## config.mk

```make
export PLATFORM = sky130hd
export DESIGN_NAME = lucas_lehmer_ctrl
export DESIGN_NICKNAME = d
export VERILOG_FILES = /design/src/rtl/lucas_lehmer_ctrl_pkg.sv /design/src/rtl/lucas_lehmer_ctrl_fold.sv /design/src/rtl/square.sv /design/src/rtl/lucas_lehmer_ctrl.sv
export SDC_FILE = /design/constraint.sdc
export NUM_CORES = 2
export LEC_CHECK = 0
export ABC_AREA = 1
export BUFFER_PORTS_ARGS = -buffer_cell sky130_fd_sc_hd__clkbuf_2
export CORE_AREA = 5 5 408 410
export DETAILED_ROUTE_END_ITERATION = 7
export DIE_AREA = 0 0 413 415
export GPL_TIMING_DRIVEN = 0
export PLACE_DENSITY = 0.48
export SLEW_MARGIN = 40
export SYNTH_ARGS = -nofsm -noshare
export SYNTH_HDL_FRONTEND = slang
export SYNTH_SLANG_ARGS = --single-unit
```

## constraint.sdc

```tcl
create_clock -name sys_clk -period 11.55 [get_ports sys_clk]
set_input_delay 1.7325 -clock sys_clk [delete_from_list [all_inputs] [get_ports sys_clk]]
set_output_delay 1.7325 -clock sys_clk [all_outputs]
set_load 0.01 [all_outputs]
```

## src/rtl/lucas_lehmer_ctrl_pkg.sv

```systemverilog
// Shared definitions for the Lucas-Lehmer sequencer.
// State encoding, seed value and exponent-width helper.
package lucas_lehmer_ctrl_pkg;

  typedef enum logic [2:0] {
    IDLE,
    INIT,
    SQ,
    RED,
    SUB,
    CHECK
  } ll_state_e;

  localparam int LL_SEED = 4;

  function automatic int exp_w(input int bw);
    return $clog2(bw + 1);
  endfunction

endpackage

```

## src/rtl/lucas_lehmer_ctrl_fold.sv

```systemverilog
// One Mersenne fold step: x mod-ish 2^p-1 as low p bits plus the rest.
// Runtime exponent; result fits in p+1 bits for the operands used here.
module mersenne_fold #(
  parameter int BITWIDTH = 32,
  parameter int EXP_W    = 6
) (
  input  logic [2*BITWIDTH-1:0] x_i,
  input  logic [EXP_W-1:0]      p_i,
  output logic [BITWIDTH:0]     sum_o
);

  localparam int PW = 2 * BITWIDTH;
  localparam int SW = BITWIDTH + 1;

  logic [PW-1:0] mask;
  logic [PW-1:0] lo;
  logic [PW-1:0] hi;

  assign mask  = (PW'(1) << p_i) - PW'(1);
  assign lo    = x_i & mask;
  assign hi    = x_i >> p_i;
  assign sum_o = SW'(lo + hi);

endmodule

```

## src/rtl/square.sv

```systemverilog
// Combinational squarer shared by the Lucas-Lehmer datapath.
// Full-width product, no truncation.
module square #(
  parameter int BITWIDTH = 32
) (
  input  logic [BITWIDTH-1:0]   a_i,
  output logic [2*BITWIDTH-1:0] sq_o
);

  localparam int PW = 2 * BITWIDTH;

  assign sq_o = PW'(a_i) * PW'(a_i);

endmodule

```

## src/rtl/lucas_lehmer_ctrl.sv

```systemverilog
// Lucas-Lehmer test sequencer for M_p = 2^p - 1.
// Owns the squarer; three cycles per iteration (square, fold, fold+sub).
module lucas_lehmer_ctrl
  import lucas_lehmer_ctrl_pkg::*;
#(
  parameter int BITWIDTH = 32,
  parameter int EXP_W    = exp_w(BITWIDTH)
) (
  input  logic                sys_clk,
  input  logic                sys_rst_n,
  input  logic                start,
  input  logic [EXP_W-1:0]    exponent,
  output logic                ready,
  output logic                done,
  output logic                is_prime,
  output logic                err,
  output logic [BITWIDTH-1:0] residue
);

  localparam int PW = 2 * BITWIDTH;
  localparam int SW = BITWIDTH + 1;

  ll_state_e           state_q;
  logic [EXP_W-1:0]    p_q;
  logic [EXP_W-1:0]    count_q;
  logic [BITWIDTH-1:0] s_q;
  logic [BITWIDTH-1:0] s_d;
  logic [BITWIDTH-1:0] residue_q;
  logic [PW-1:0]       prod_q;
  logic [PW-1:0]       sq_w;
  logic [PW-1:0]       fold_in;
  logic [SW-1:0]       fold_w;
  logic [SW-1:0]       fold1_q;
  logic [SW-1:0]       mp;
  logic [SW-1:0]       v;
  logic [SW-1:0]       sv;
  logic                ready_q;
  logic                done_q;
  logic                prime_q;
  logic                err_q;

  square #(
    .BITWIDTH(BITWIDTH)
  ) u_square (
    .a_i (s_q),
    .sq_o(sq_w)
  );

  // Same fold unit serves RED (on prod) and SUB (on fold1).
  assign fold_in = (state_q == SUB) ? PW'(fold1_q) : prod_q;

  mersenne_fold #(
    .BITWIDTH(BITWIDTH),
    .EXP_W   (EXP_W)
  ) u_fold (
    .x_i  (fold_in),
    .p_i  (p_q),
    .sum_o(fold_w)
  );

  always_comb begin
    mp  = (SW'(1) << p_q) - SW'(1);
    v   = (fold_w == mp) ? '0 : fold_w;
    sv  = (v >= SW'(2)) ? v - SW'(2)
                        : v + mp - SW'(2);
    s_d = BITWIDTH'(sv);
  end

  always_ff @(posedge sys_clk or negedge sys_rst_n) begin
    if (!sys_rst_n) begin
      state_q   <= IDLE;
      ready_q   <= 1'b1;
      done_q    <= 1'b0;
      prime_q   <= 1'b0;
      err_q     <= 1'b0;
      residue_q <= '0;
      count_q   <= '0;
      p_q       <= '0;
      s_q       <= '0;
      prod_q    <= '0;
      fold1_q   <= '0;
    end else begin
      done_q <= 1'b0;
      case (state_q)
        IDLE: begin
          if (start) begin
            p_q       <= exponent;
            prime_q   <= 1'b0;
            err_q     <= 1'b0;
            residue_q <= '0;
            ready_q   <= 1'b0;
            state_q   <= INIT;
          end
        end
        INIT: begin
          if (p_q < EXP_W'(2) ||
              p_q > EXP_W'(BITWIDTH)) begin
            done_q  <= 1'b1;
            err_q   <= 1'b1;
            ready_q <= 1'b1;
            state_q <= IDLE;
          end else if (p_q == EXP_W'(2)) begin
            done_q  <= 1'b1;
            prime_q <= 1'b1;
            ready_q <= 1'b1;
            state_q <= IDLE;
          end else begin
            s_q     <= BITWIDTH'(LL_SEED);
            count_q <= p_q - EXP_W'(2);
            state_q <= SQ;
          end
        end
        SQ: begin
          prod_q  <= sq_w;
          state_q <= RED;
        end
        RED: begin
          fold1_q <= fold_w;
          state_q <= SUB;
        end
        SUB: begin
          s_q     <= s_d;
          count_q <= count_q - EXP_W'(1);
          state_q <= (count_q == EXP_W'(1)) ? CHECK : SQ;
        end
        CHECK: begin
          residue_q <= s_q;
          prime_q   <= (s_q == '0);
          done_q    <= 1'b1;
          ready_q   <= 1'b1;
          state_q   <= IDLE;
        end
        default: begin
          ready_q <= 1'b1;
          state_q <= IDLE;
        end
      endcase
    end
  end

  assign ready    = ready_q;
  assign done     = done_q;
  assign is_prime = prime_q;
  assign err      = err_q;
  assign residue  = residue_q;

endmodule

```

==> flow_summary_export.csv <==
group,metric,value,unit
logic_synthesis,synth-edff-count,0,
clock_tree,htreeDepth,4,
grt,grt_pass1_wl,299000,um
timing,tightest_slew,949,ps
worst_hold_path,hold_depth,2,
logic_synthesis,ys_top_cells_by_count,"1713 x inv_1, 1528 x nand2_1, 809 x fa_1, 390 x nand3_1, 376 x ha_1",
logic_synthesis,ys_async_sr_fraction,100,%
route,first_pass_iters,6,
die,ios,45,
worst_setup_path,cp.required,11930,ps
logic_synthesis,synth_top_cell_by_area,"fa_1",
timing,setup_violations,0,
die,die_y,415,um
clock_tree,cts_hold_buf,0,
worst_hold_path,hp-class,"reg2reg",
worst_setup_path,crit_top_cell,"nand2_1",
timing,rsz0062_at_grt,"no",
die,initial_core_util,29.9,%
route,routed_via_density,4.90,
final_layout,layout.nets,7890,
grt,grt_pass1_vias,44100,
logic_synthesis,synth_top_area_share,33.4,%
timing,finalHoldViolCount,0,
clock_tree,root_buffer,"clkbuf_16",
die,rows,148,
worst_setup_path,slowest_stage,"clkbuf_1",
run,drv_cap,0,
grt,grt-ovfl-total,0,
timing,fmax,92.4,MHz
final_layout,fill_cells,17700,
placement,pre_cts_slack,-921,ps
worst_setup_path,critPathArrivalTime,11200,ps
route,ant_nets,0,
worst_setup_path,startpoint_type,"flop",
final_layout,syn2layout_area_growth,7.99,%
clock_tree,clock-sinks,179,
placement,place_congestion,0.997,
grt,track_usage,23.8,%
worst_setup_path,r2r_cells,53,
timing,slew_headroom,36.8,%
die,fp.coreArea,0.162,mm2
worst_setup_path,cp_max_fo,19,
timing,slew_viol_final,0,
logic_synthesis,ys_ff_latch,179,
timing,worst_slack,732,ps
logic_synthesis,yosysSeqAreaShare,9.24,%
logic_synthesis,syn-num-nets,7825,
placement,post-dp-hpwl,176000,um
clock_tree,numCtsBuffers,17,
route,via_count,43500,
timing,skew,31.5,ps
route,wl_per_cell,23.0,um
route,drc,0,
placement,port_buffers,44,
outcome,status,"finished, final reports clean",
route,drt-initial-drc-count,4036,
logic_synthesis,synth_top_flop_cell,"dfrtp_1",
die,die_area,0.171,mm2
worst_setup_path,crit_type,"reg2reg",
worst_setup_path,slowest_delay,570,ps
clock_tree,clock_latency,530,ps
logic_synthesis,synth_area,0.0485,mm2
logic_synthesis,netlist_instances,6631,
final_layout,drive_gt1_share,4.86,%
timing,post-route-min-period,10820,ps
logic_synthesis,yosysMostFrequentCell,"inv_1",
logic_synthesis,syn_area_per_cell,7.31,um2
logic_synthesis,yosysUniqueCellTypes,60,
clock_tree,tritoncts,"yes",
logic_synthesis,yosysWarnings,0,
route,wirelength,204000,um
logic_synthesis,synth_area_leaders,"fa_1 33%, inv_1 13%, nand2_1 12%, ha_1 9.7%, dfrtp_1 9.2%",
worst_setup_path,setup.worst_path.end_class,"flop",
clock_tree,clk_pin_slew,90,ps
clock_tree,cts_max_path_buffers,2,
timing,period_share,93.7,%
die,die_w,413,um
grt,antenna_found_initial,3,
grt,grt_max_degree,64,
## routing by layer
metal | routed length [um] | share of wire [%] | track usage [%] | vias up
met4 | 9020 | 4.4 | 8.80 | 2
met3 | 13600 | 6.6 | 3.39 | 301
met1 | 89900 | 44 | 33.1 | 21700
met5 | 7 | 0.0034 | 0 | -
li1 | - | - | - | 20000
met2 | 91900 | 45 | 37.6 | 1498
## registers in the layout, indices dropped and copies added (netlist names)
register  count
ready         1
s_q          32
p_q           6
err           1
state_q       3
count_q       6
done          1
fold1_q      33
prod_q       63
is_prime      1
residue      32
## cell type report
class | count | area (um2) | area share, %
Clock inverter | 13 | 179 | 0.342
Buffer | 248 | 1130 | 2.16
Antenna cell | 3 | 7.51 | 0.0143
Timing Repair Buffer | 48 | 319 | 0.610
Sequential cell | 179 | 4480 | 8.56
Tap cell | 2175 | 2720 | 5.20
Clock buffer | 19 | 453 | 0.865
Multi-Input combinational cell | 4467 | 36500 | 69.8
Inverter | 1735 | 6520 | 12.5
## critical path, delay by kind of cell, from the launching register on
family,cells,cell delay [ps]
AND/OR/NAND/NOR,25,3290
adder cells (fa/ha/maj),4,1320
AO/OA/AOI/OAI,13,3050
flip-flops,1,330
XOR/XNOR,1,200
multiplexers,1,330
buffers and inverters,9,2130
## path summary, 6_finish.rpt
kind,startpoint,endpoint,slack (ps)
worst max-delay path,state_q[2],s_q[28],730
worst max register to register,state_q[2],s_q[28],730
min in group asynchronous,sys_rst_n,p_q[3],1000
worst min register to register,ready,ready,470
max in group asynchronous,sys_rst_n,residue[10],9600
worst min-delay path,ready,ready,470
## cells by family after synthesis
group                      after synthesis  synth area share [%]
and+or+nand+nor                       2422                  20.9
buffers and inverters                 1985                  15.6
adders and majority gates             1185                  43.1
AOI/OAI and AO/OA                      700                  8.17
DFF                                    179                  9.24
xor gates and xnor gates               123                  2.22
muxes                                   37                 0.764
## cell usage in the layout, fill, tap and decap left out, types with 42 or more instances in the layout
| cell | netlist | final |
|---|---|---|
| xnor2_1 | 57 | 57 |
| ha_1 | 376 | 376 |
| o21ai_0 | 335 | 317 |
| clkbuf_2 | 0 | 122 |
| nand3_1 | 390 | 390 |
| dfrtp_1 | 178 | 178 |
| clkbuf_1 | 192 | 112 |
| a31oi_1 | 42 | 42 |
| nor2_1 | 323 | 322 |
| xor2_1 | 66 | 65 |
| inv_1 | 1713 | 1713 |
| fa_1 | 809 | 809 |
| nand2_1 | 1528 | 1525 |
| a21oi_1 | 171 | 171 |
## metrics by stage
| stage | util, % | hold slack [ps] | TNS, ps | cell area [um2] | cells |
|---|---|---|---|---|---|
| after CTS | 32.3 | 479 | 0 | 52300 | 8884 |
| final | 32.3 | 474 | 0 | 52300 | 8887 |
| after detailed placement | 31.9 | 461 | -4400 | 51600 | 8853 |
| after global routing | 32.3 | 506 | 0 | 52300 | 8884 |
| after floorplan | - | 434 | 0 | 48500 | 6631 |
| after global placement | 31.7 | 452 | -6110 | 51400 | 8850 |
## repair_timing
item | in CTS | in global routing
endpoints found under the setup margin | 11 | 12
hold endpoints to repair | 0 | 0
setup buffers | 0 | 0
resized for setup | 7 | 27
Power is not shown: default switching activity piles up to over one toggle a cycle in this logic, so the estimate is an artifact.
